**config.mk**
```make
export PLATFORM = sky130hd
export DESIGN_NAME = board_input_conditioner
export DESIGN_NICKNAME = d
export VERILOG_FILES = /design/src/rtl/board_input_conditioner.sv
export SDC_FILE = /design/constraint.sdc
export NUM_CORES = 1
export LEC_CHECK = 0
export CAP_MARGIN = 20
export CORE_UTILIZATION = 58
export CTS_BUF_LIST = sky130_fd_sc_hd__clkbuf_2
export DETAILED_ROUTE_END_ITERATION = 6
export PLACE_DENSITY_LB_ADDON = 0.05
export SLEW_MARGIN = 10
export SYNTH_ARGS = -nofsm -noshare
export SYNTH_HDL_FRONTEND = slang
export SYNTH_SLANG_ARGS = --single-unit
```
**constraint.sdc**
```tcl
create_clock -name clk -period 2.3 [get_ports clk]
set_input_delay 0.345 -clock clk [delete_from_list [all_inputs] [get_ports clk]]
set_output_delay 0.345 -clock clk [all_outputs]
set_load 0.02 [all_outputs]
```
**src/rtl/board_input_conditioner.sv**
```systemverilog
// Synchronizes and debounces push-buttons (KEY, active-low) and slide switches (SW),
// and keeps sticky key-press events with a registered interrupt. Optional auto-repeat: BOARD_INPUT_REPEAT_EN.
module board_input_conditioner #(
  parameter int NUM_KEYS        = 4,
  parameter int NUM_SW          = 10,
  parameter int DEBOUNCE_CYCLES = 500000,
  parameter int CNT_WIDTH       = 20,
  parameter int REPEAT_DELAY    = 25000000,
  parameter int REPEAT_RATE     = 5000000
) (
  input  logic                clk,
  input  logic                reset_n,
  input  logic [NUM_KEYS-1:0] key_raw,
  input  logic [NUM_SW-1:0]   sw_raw,
  output logic [NUM_KEYS-1:0] key_state,
  output logic [NUM_SW-1:0]   sw_state,
  output logic [NUM_KEYS-1:0] key_pending,
  input  logic                clear_req,
  input  logic [NUM_KEYS-1:0] clear_mask,
  output logic                irq
);

  localparam logic [CNT_WIDTH-1:0] DB_LAST = CNT_WIDTH'(DEBOUNCE_CYCLES - 1);

  if (DEBOUNCE_CYCLES < 2 || CNT_WIDTH < $clog2(DEBOUNCE_CYCLES) ||
      REPEAT_DELAY < 1 || REPEAT_RATE < 1) begin : g_bad_cfg
    $error("board_input_conditioner: invalid debounce/repeat parameters");
  end

  // Two-flop synchronizers; keys idle released (high), switches idle low.
  logic [NUM_KEYS-1:0] key_meta, key_sync;
  logic [NUM_SW-1:0]   sw_meta,  sw_sync;

  always_ff @(posedge clk or negedge reset_n) begin
    if (!reset_n) begin
      key_meta <= '1;
      key_sync <= '1;
      sw_meta  <= '0;
      sw_sync  <= '0;
    end else begin
      key_meta <= key_raw;
      key_sync <= key_meta;
      sw_meta  <= sw_raw;
      sw_sync  <= sw_meta;
    end
  end

  logic [NUM_KEYS-1:0] key_acc;   // accepted raw key level (0 = pressed)
  logic [NUM_KEYS-1:0] key_set;   // pending set requests this cycle
  logic [NUM_SW-1:0]   sw_acc;

  for (genvar g = 0; g < NUM_KEYS; g++) begin : g_key
    logic [CNT_WIDTH-1:0] cnt;
    logic                 acc;
    logic                 accept;
    logic                 press;

    assign accept = (key_sync[g] != acc) && (cnt == DB_LAST);
    assign press  = accept && acc;

    always_ff @(posedge clk or negedge reset_n) begin
      if (!reset_n) begin
        cnt <= '0;
        acc <= 1'b1;
      end else if (key_sync[g] == acc) begin
        cnt <= '0;
      end else if (cnt == DB_LAST) begin
        acc <= key_sync[g];
        cnt <= '0;
      end else begin
        cnt <= cnt + 1'b1;
      end
    end

    assign key_acc[g] = acc;

`ifdef BOARD_INPUT_REPEAT_EN
    localparam int RPT_MAX = (REPEAT_DELAY > REPEAT_RATE) ? REPEAT_DELAY : REPEAT_RATE;
    localparam int RPT_W   = (RPT_MAX > 2) ? $clog2(RPT_MAX) : 1;
    localparam logic [RPT_W-1:0] DELAY_LAST = RPT_W'(REPEAT_DELAY - 1);
    localparam logic [RPT_W-1:0] RATE_LAST  = RPT_W'(REPEAT_RATE - 1);

    logic [RPT_W-1:0] rpt_cnt;
    logic             rpt_first_done;
    logic             release_now;
    logic             rpt_hit;

    // A repeat never fires on the edge that accepts the release.
    assign release_now = accept && !acc;
    assign rpt_hit     = !acc && !release_now &&
                         (rpt_first_done ? (rpt_cnt == RATE_LAST) : (rpt_cnt == DELAY_LAST));

    always_ff @(posedge clk or negedge reset_n) begin
      if (!reset_n) begin
        rpt_cnt        <= '0;
        rpt_first_done <= 1'b0;
      end else if (acc || release_now) begin
        rpt_cnt        <= '0;
        rpt_first_done <= 1'b0;
      end else if (rpt_hit) begin
        rpt_cnt        <= '0;
        rpt_first_done <= 1'b1;
      end else begin
        rpt_cnt <= rpt_cnt + 1'b1;
      end
    end

    assign key_set[g] = press || rpt_hit;
`else
    assign key_set[g] = press;
`endif
  end

  for (genvar g = 0; g < NUM_SW; g++) begin : g_sw
    logic [CNT_WIDTH-1:0] cnt;
    logic                 acc;

    always_ff @(posedge clk or negedge reset_n) begin
      if (!reset_n) begin
        cnt <= '0;
        acc <= 1'b0;
      end else if (sw_sync[g] == acc) begin
        cnt <= '0;
      end else if (cnt == DB_LAST) begin
        acc <= sw_sync[g];
        cnt <= '0;
      end else begin
        cnt <= cnt + 1'b1;
      end
    end

    assign sw_acc[g] = acc;
  end

  assign key_state = ~key_acc;
  assign sw_state  = sw_acc;

  // clear_req is a single-cycle strobe with no handshake: clear_mask is only
  // looked at while clear_req = 1, and a set in the same cycle beats the clear.
  logic [NUM_KEYS-1:0] clr_vec;
  logic [NUM_KEYS-1:0] pending_next;

  always_comb begin
    clr_vec      = clear_req ? clear_mask : '0;
    pending_next = (key_pending & ~clr_vec) | key_set;
  end

  always_ff @(posedge clk or negedge reset_n) begin
    if (!reset_n) begin
      key_pending <= '0;
      irq         <= 1'b0;
    end else begin
      key_pending <= pending_next;
      irq         <= |pending_next;
    end
  end

endmodule

```
Word level (Yosys, flattened, before mapping) --
Index checks and enable logic that the tools add are counted.
Storage, ports and cells: register bits after elaboration 327, input bits 21, output and inout port bits 19, word-level logic and storage cells 150
Operators by class: add/sub/neg operators 14, equality and inequality tests 32, mux-type cells 29, bitwise logic cells 18, reductions and logical operators 23
Operators by type and width (number):
- 20-bit two-way mux | 28
- 20-bit by 1-bit adder with 20-bit output, second input constant | 14
- 20-bit by 19-bit equality test with 1-bit output, second input constant | 14
- 2-bit AND reduction | 14
- 1-bit equality test | 14
- 1-bit NOT | 14
- 1-bit logical AND | 8
- 4-bit NOT | 2
- 4-bit AND | 1
- 4-bit two-way mux | 1
- 1-bit inequality test | 4
- 4-bit OR | 1
- 4-bit OR reduction | 1

Logic depth before layout (Yosys ltp) --
depth in word-level cells 5, gate-level depth with buffers 7, gate-level depth less buffers 5

Least setup slack after synthesis --
No wires, ideal clock.
path type reg2reg, start point register g_key[2].cnt[0], end point register irq, setup time 146 ps, data arrival time 2001 ps, slack 153 ps, stages on the path, launching flop included 7, path buffers 1, path through dfrtp_1 -> ha_1 -> and3_1 -> clkbuf_1 -> and3_1 -> a31o_2 -> or4b_2
On the way: word-level cells in the longest chain between the ends 5
RTL lines:
- start, declared | line 53 | logic [CNT_WIDTH-1:0] cnt;
- start signal, assigned | line 71 | cnt <= cnt + 1'b1;
- 20-bit by 19-bit equality test with 1-bit output | line 58 | assign accept = (key_sync[g] != acc) && (cnt == DB_LAST);
- 1-bit logical AND | line 58
- 1-bit logical AND | line 59 | assign press = accept && acc;
- 4-bit OR | line 145 | pending_next = (key_pending & ~clr_vec) | key_set;
- named net pending_next[2] | line 141 | logic [NUM_KEYS-1:0] pending_next;
- 4-bit OR reduction | line 154 | irq <= |pending_next;
- end signal, assigned | line 154
- end, declared | line 20 | output logic irq
The timed path passes the listed nets, and every way through them passes these cells. A chain may end at the register's enable or synchronous reset.

Worst setup path after layout --
start point register key_pending[2], end point output key_pending[2]
RTL lines:
- start, declared | line 17 | output logic [NUM_KEYS-1:0] key_pending,
- start signal, assigned | line 153 | key_pending <= pending_next;
No word-level cell between the ends.

==> results.json <==
{
  "cap_violations": 0,
  "total_power_mw": 10.4,
  "pwr-share-clk": 0.391,
  "ys_ff_latch": 327,
  "post-route-min-period_ns": 2.17,
  "hpwl_mm": 20.2,
  "placementRows": 59,
  "grt_max_degree": 61,
  "ctsHtreeMaxLevel": 3,
  "met2_usage": 0.374,
  "synth-main-ff-cell": "dfrtp_1",
  "crit_family": "buffers and inverters",
  "cts-buffers-inserted": 84,
  "antenna_found_initial": 1,
  "tns_ns": 0,
  "post-synth-top-area-fraction": 0.504,
  "drc": 3,
  "p_per_area_mw_per_mm2": 593,
  "grt_overflow_total": 0,
  "stdcell_count": 2095,
  "drive_above_1_share": 0.138,
  "cpMaxStageDelayCell": "clkdlybuf4s50_1",
  "rsz0062_at_grt": "false",
  "fillCellCount": 2161,
  "fmax_ghz": 0.461,
  "grtUsageTotal": 0.231,
  "chipHeight_um": 166,
  "grt_use_met1": 0.312,
  "hold_ws_ns": 0.117,
  "r2r_setup_slack_ns": 0.21,
  "slowest_delay_ns": 0.62,
  "grt_pass1_wl_mm": 54.3,
  "worstSetupPathType": "flip-flop to output port",
  "cp-start-kind": "flip-flop",
  "timing.final.crit_share": 0.944,
  "drt-pass1-iter-count": 7,
  "post_cts_buffers": 0,
  "cts_buffer_depth": 3,
  "grt-busiest-layer": "met2",
  "tightest_slew_ns": 0.589,
  "die_x_um": 166,
  "pwr-share-seq": 0.566,
  "nNetsFinal": 1728,
  "synth_area_mm2": 0.0157,
  "p_leak_nw": 7.41,
  "syn-num-nets": 1598,
  "clk_latency_ns": 0.87,
  "violations": "DRC",
  "cts_tree": "yes",
  "p_sw_frac": 0.255,
  "cp-end-kind": "output port",
  "drt_first_iter_violations": 643,
  "finalHoldViolCount": 0,
  "worst_hold_path_type": "input port to flip-flop",
  "grt_pass1_vias": 12000,
  "finalMaxSlewViolations": 0,
  "critPathMaxFanout": 2,
  "wire_per_inst_um": 14.5,
  "outcome": "finished, violations left",
  "clock-sinks": 327,
  "synth_largest_area_cell": "dfrtp_1",
  "vdd_drop_max_mv": 0.398,
  "critical_path_buf_inv_count": 1,
  "post_drt_via_cell_ratio": 5.73,
  "die_area_mm2": 0.0277,
  "gp_congestion": 0.835,
  "internal_power_mw": 7.78,
  "postRouteAntennaNets": 0,
  "p_comb_frac": 0.043,
  "vias": 12000,
  "cts.clk_slew.worst_paths_ns": 0.11,
  "placed_cell_area_mm2": 0.0166,
  "relSlewSlack": 0.604,
  "synth_edf_count": 0,
  "dp_cells": 1925,
  "synthTopCellsByArea": "dfrtp_1 (50%), xnor2_1 (5.5%), nor2_1 (5.4%), xor2_1 (4.9%), nand4_1 (3.4%)",
  "synth_warnings": 0,
  "area_growth_pct": 12.5,
  "critical_path.cell_chain": "clkdlybuf4s50_1",
  "setup-violations-final": 0,
  "finClkSkew_ns": 0.0758,
  "final_area_mm2": 0.0176,
  "cts-root-buf": "clkbuf_2",
  "synth_cell_types": 49,
  "wl_mm": 30.5,
  "grt_use_met3": 0.0429,
  "synthArstFlopShare": 1.00,
  "crit_required_ns": 1.96,
  "portBuffers": 39,
  "core_mm2": 0.0263,
  "postSynthAreaPerCell_um2": 10.0,
  "initial_utilization": 0.596,
  "ys_seq_area_frac": 0.524,
  "p_switching_mw": 2.66,
  "cp.arrival_ns": 1.83,
  "syn_inst": 1563,
  "ios": 40
}
through the flow:
| stage | setup slack, ns | util |
|---|---|---|
| floorplan | 0.153 | - |
| global placement | 0.260 | 0.633 |
| detailed placement | 0.195 | 0.633 |
| CTS | 0.00151 | 0.670 |
| finish | 0.129 | 0.670 |
| global route | 0.00660 | 0.670 |
metal layers:
| layer | vias up | routed length, µm |
|---|---|---|
| met2 | 184 | 14200 |
| met5 | - | 0 |
| met3 | 63 | 1050 |
| li1 | 5925 | - |
| met4 | 0 | 650 |
| met1 | 5830 | 14600 |
power groups by stage:
stage               Sequential (mW)  Combinational, mW  Clock, mW
floorplan                      6.01              0.181          0
global placement               6.02              0.421          0
detailed placement             6.03              0.430          0
CTS                            5.91              0.461       4.26
global route                   5.93              0.509       4.57
finish                         5.91              0.446       4.08
flip-flops by register name, summed over array words and instances (netlist names):
| register | count |
|---|---|
| key_pending | 4 |
| g_sw.cnt | 200 |
| g_key.cnt | 80 |
| sw_sync | 10 |
| key_sync | 4 |
| key_meta | 4 |
| g_sw.acc | 10 |
| sw_meta | 10 |
| irq | 1 |
| g_key.acc | 4 |
worst paths after layout:
kind | start | end | cells after the start
max | key_pending[2] | key_pending[2] | 1
min | clear_mask[3] | key_pending[3] | 4
max reg2reg | g_key[1].cnt[5] | g_key[1].cnt[16] | 5
min reg2reg | sw_meta[7] | sw_sync[7] | 0
max in group asynchronous | reset_n | g_key[2].cnt[9] | 4
min in group asynchronous | reset_n | g_key[3].cnt[2] | 3
layout make-up:
cell class                      instances  area, µm²  share of cell area
Sequential cell                       327       8200               0.465
Multi-Input combinational cell       1141       7090               0.403
Timing Repair Buffer                   97        940              0.0533
Clock buffer                          136        681              0.0386
Tap cell                              335        419              0.0238
Inverter                               42        158             0.00895
Clock inverter                         16        126             0.00717
Antenna cell                            1       2.50            0.000142
synthesized netlist by cell type (13+ instances only):
cell type and number:
nor2_1 226, o31ai_1 37, o21ai_0 46, inv_1 42, or4_1 42, xnor2_1 98
dfrtp_1 315, nand4_1 84, and4_1 27, and3_1 20, ha_1 14, nor4_1 51
xor2_1 87, mux2_2 13, clkbuf_1 39, or3_1 54, nor3_1 30, a21oi_1 73
nand3_1 87, nand2_1 85
placed cells by master (no fill, tap or decap), types with 36 or more instances in the layout:
cell,count
xnor2_1,98
or4_1,42
a21oi_1,73
buf_4,36
nor2_1,226
or3_1,54
clkbuf_2,137
o21ai_0,46
nand4_1,84
nor4_1,51
dfrtp_1,315
xor2_1,87
nand2_1,85
nand3_1,87
inv_1,42
kinds of logic (layout without fill, tap and decap cells):
| logic type | after synthesis | after routing | share of synthesized area |
|---|---|---|---|
| AOI/OAI and AO/OA | 177 | 177 | 0.0679 |
| xor gates and xnor gates | 185 | 185 | 0.104 |
| adders and majority gates | 14 | 14 | 0.0112 |
| buffers and inverters | 95 | 291 | 0.0266 |
| DFF | 327 | 327 | 0.524 |
| muxes | 16 | 16 | 0.0113 |
| other | 0 | 1 | 0 |
| and+or+nand+nor | 749 | 749 | 0.256 |
repair_timing:
item | 4_1_cts | 5_1_grt
hold buffers | 17 | 0
setup endpoints to repair | 12 | 6
gates resized for setup | 13 | 6
endpoints found under the hold margin | 336 | 0
Power figures use the tool's default switching activity.
==> patch 1, RTL diff (same flow settings) <==
The parameter `NUM_KEYS` goes from 4 to 3.
--- a/src/rtl/board_input_conditioner.sv
+++ b/src/rtl/board_input_conditioner.sv
@@ -1,7 +1,7 @@
 // Synchronizes and debounces push-buttons (KEY, active-low) and slide switches (SW),
 // and keeps sticky key-press events with a registered interrupt. Optional auto-repeat: BOARD_INPUT_REPEAT_EN.
 module board_input_conditioner #(
-  parameter int NUM_KEYS        = 4,
+  parameter int NUM_KEYS        = 3,
   parameter int NUM_SW          = 10,
   parameter int DEBOUNCE_CYCLES = 500000,
   parameter int CNT_WIDTH       = 20,
Ports: changed (resized clear_mask, key_pending, key_raw and key_state); port bits go from 40 to 36. No check against the original RTL was run, so the function may have changed too.
==> patch 1 against the unedited design <==
Worst setup slack got worse by 11 ps. Clock power is 12% lower. Die area down 6.3%. Worst hold slack got worse by 18 ps. Non-clock buffer count fell by 14. Area after synthesis shrank 6.4%. Sequential cell count down 24. Synthesized cell count shrank 4.9%. Cell count decreased by 5.0%. Design area fell by 7.2%. Routed wire length down 9.3%. Total power is 9.4% lower.
==> patch 1: results <==
[outcome]
status = "complete, no violations"

[hold_path]
min-delay-path-class = "in -> async"

[finish]
ratio_of_cells_with_drive_above_1_in_the_final_layout = 0.124
layoutNonFillerInstCount = 1990
nFillCells = 2019

[setup_path]
rr_endpoint = "g_sw[3].cnt[18]"
setup.worst_path.end = "sw_state[7]"
ff2ff_setup_slack_ps = 180
worst_r2r_startpoint = "g_sw[3].cnt[0]"

[cts]
cts_buffers = 81

[power_and_ir_drop]
power.net_switching_uw = 2480
power_leakage_uw = 0.00675

[yosys]
post_synth_num_cell_types = 50
ys_top_cells_by_area = "dfrtp_1 50%, xnor2_1 6.1%, nor2_1 5.6%, xor2_1 4.5%, nand3_1 3.6%"
sequential_element_share_of_the_synthesized_area = 0.518
synth-compound-area-share = 0.0598

[timing]
timing_worst_slew_pin_value_ps = 519
fin_worst_hold_slack_ps = 98.3

[global_route]
grt_util_met3 = 0.0449
grt_first_pass_wirelength_mm = 49.3
met2_usage = 0.359

[placement]
io_buffers = 35
hpwl_mm = 18.0
detailed_place.area_mm2 = 0.0155
place_worst_setup_slack_ps = 186
dp_cells = 1828

[routing]
drt-met1-wl_mm = 13.2
drt-vias-per-instance = 5.60
-- patch 1: cell count changes in the layout (fill, tap and decap cells not counted), moves of 12 or more --
| cell | change |
|---|---|
| clkbuf_2 | -12 |
| dfrtp_1 | -21 |
| nand3_1 | +17 |
| nand4_1 | -12 |
| nor3_1 | +22 |
| nor4_1 | -15 |
| o31ai_1 | -13 |
| xor2_1 | -12 |
-- patch 1: power groups by stage --
stage	combinational, uW	clock (uW)	sequential (uW)
global placement	371	0	5590
detailed placement	376	0	5590
floorplan	176	0	5570
CTS	404	3760	5490
global route	454	4030	5500
finish	390	3590	5490
-- patch 1: final cells by class --
type | count | area, um2 | area share
tap | 324 | 405 | 0.0248
inverter | 39 | 146 | 0.00896
timing repair buffer | 83 | 823 | 0.0504
clock inverter | 21 | 80.1 | 0.00490
clock buffer | 125 | 626 | 0.0383
sequential | 303 | 7590 | 0.465
multi-input combinational | 1094 | 6660 | 0.408
antenna | 1 | 2.50 | 0.000153
==> patch 2, RTL diff (same flow settings) <==
Without the edit above. `key_pending` no longer has a reset.
--- a/src/rtl/board_input_conditioner.sv
+++ b/src/rtl/board_input_conditioner.sv
@@ -147,13 +147,15 @@
 
   always_ff @(posedge clk or negedge reset_n) begin
     if (!reset_n) begin
-      key_pending <= '0;
       irq         <= 1'b0;
     end else begin
-      key_pending <= pending_next;
       irq         <= |pending_next;
     end
   end
 
+  always_ff @(posedge clk) begin
+    key_pending <= pending_next;
+  end
+
 endmodule
 
Formal check against the unedited RTL: no difference found for any inputs over 4 cycles, from zero or initial values and one cycle with reset_n low; that may be too few to reach the edited logic, so the function may still have changed.
==> patch 2 against the unedited design <==
The run still ends with DRC left. Worst setup slack worse by 0.89 ps. Count of clock-buffer cells in the layout is 15 lower. Total power is 1.2% lower. Largest cell class unchanged. Clock power is 3% lower. Worst hold slack better by 28 ps. Sequential cell count stayed put. Design area hardly changed. Routed wire length is 1.8% lower. Area after synthesis is 0.13% lower.
==> patch 2: results <==
[yosys]
sequential_element_share_of_the_synthesized_area = 0.523
post_synthesis_share_of_cell_area_spent_on_xor_and_xnor_gates = 0.104
synth_cells = 1563
ys_top_cells_by_area = "dfrtp_1 50%, xnor2_1 5.5%, nor2_1 5.4%, xor2_1 4.9%, nand4_1 3.4%"
synth_commonest_cells = "311 x dfrtp_1, 226 x nor2_1, 98 x xnor2_1, 87 x nand3_1, 87 x xor2_1"
synth-compound-area-share = 0.0679
async_reset_ff_frac = 0.988
postSynth.topFlopCell = "dfrtp_1"
synth_mux_area_frac = 0.0113
synth_warnings = 0
fraction_of_the_mapped_netlist_area_in_adder_cells = 0.0112
post_synth_num_cell_types = 50

[hold_path]
hold_path.startpoint = "clear_mask[3]"
hold_path_depth = 4
min_to = "key_pending[3]"
min-delay-path-class = "in -> reg"

[placement]
dp_cells = 1925
io_buffers = 39
globalplace.congestion = 0.835
detailed_place.area_mm2 = 0.0166
hpwl_mm = 19.6
place_worst_setup_slack_ps = 186

[cts]
cts_buffer_depth = 3
worst_setup_hold_path_clk_slew_ps = 100
clock_tree.htree_level_count = 3
clock_tree.root_cell = "clkbuf_2"
insertion_delay_ps = 900
cts_buffers = 86

[routing]
num_vias = 11900
drc_errors = 2
firstDrtPassIters = 7
wirelength_mm = 29.9
number_of_drc_markers_in_iteration_0 = 677

[global_route]
grt_first_pass_wirelength_mm = 53.5
global_route.usage.total = 0.229
largest_net_degree_at_the_start_of_global_routing = 59
grt_antenna_before_repair = 1
gr-total-overflow = 0

[setup_path]
rr_endpoint = "g_key[2].cnt[16]"
worst_r2r_startpoint = "g_key[2].cnt[7]"
timing.reg2reg.worst_path_depth = 5
critical_path.max_fanout = 4
ff2ff_setup_slack_ps = 180

[outcome]
status = "complete, but fails checks"
violations = "DRC"

[power_and_ir_drop]
max-vdd-ir-drop_mv = 0.418
power_leakage_uw = 0.00735

[finish]
net_count_reported_at_finish = 1731
leading_registers_by_flop_count = "g_sw.cnt x200, g_key.cnt x80"
nFillCells = 2140
ratio_of_cells_with_drive_above_1_in_the_final_layout = 0.132
layoutNonFillerInstCount = 2101

[timing]
worst_slew_margin_rel = 0.604
worst_clock_skew_ps = 71.1
-- patch 2: power breakdown --
group	total (uW)	switching [uW]	internal [uW]
logic	444	267	177
registers	5910	77.1	5830
clock network	3960	2410	1550
-- patch 2: how the worst max path moves through the flow --
stage / start / to / slack (ps) / depth (start not counted)
after floorplan: g_key[2].cnt[0] / irq / 150 / 6
after global placement: clear_req / irq / 220 / 4
after global routing: g_key[0].acc / key_state[0] / 0.8 / 2
after CTS: irq / irq / 3 / 1
after detailed placement: clear_req / irq / 190 / 4
final: g_key[1].acc / key_state[1] / 130 / 2
-- patch 2: area by class of cell --
class                   count  share of cell area
flip-flops and latches    327               0.465
multi-input cells        1141               0.403
repair buffers             98              0.0550
clock buffers             121              0.0344
well taps                 335              0.0238
clock inverters            36              0.0100
inverters                  42             0.00896
diodes                      1            0.000142
-- patch 2: cell families after synthesis --
group                    count (synthesis)
flip-flops                             327
AO/OA/AOI/OAI                          177
XOR/XNOR                               185
adder cells (fa/ha/maj)                 14
AND/OR/NAND/NOR                        749
buffers and inverters                   95
multiplexers                            16
-- patch 2: layer usage --
layer / GRT usage / routed length [um] / vias to the layer above
li1: - / - / 5951
met1: 0.320 / 14600 / 5724
met2: 0.358 / 13700 / 178
met3: 0.0450 / 1050 / 54
met4: 0.0764 / 561 / 0
met5: 0 / 0 / -
-- patch 2: repair_timing --
| item | CTS | global route |
|---|---|---|
| buffers inserted | 0 | 1 |
| gates resized for setup | 14 | 3 |
| endpoints found under the hold margin | 325 | 0 |
| hold buffers | 17 | 0 |
| endpoints found under the setup margin | 14 | 4 |
-- patch 2: worst max-delay path, cell delays in order, from the launching register on --
cell and delay, ps:
dfstp_2 560, inv_1 90, dlygate4sd2_1 330
-- patch 2: per-stage QoR --
step | utilization | hold WS [ps]
floorplan | - | 49.4
global placement | 0.633 | 318
detailed placement | 0.633 | 320
CTS | 0.669 | 47.1
global route | 0.670 | 71.4
finish | 0.670 | 145
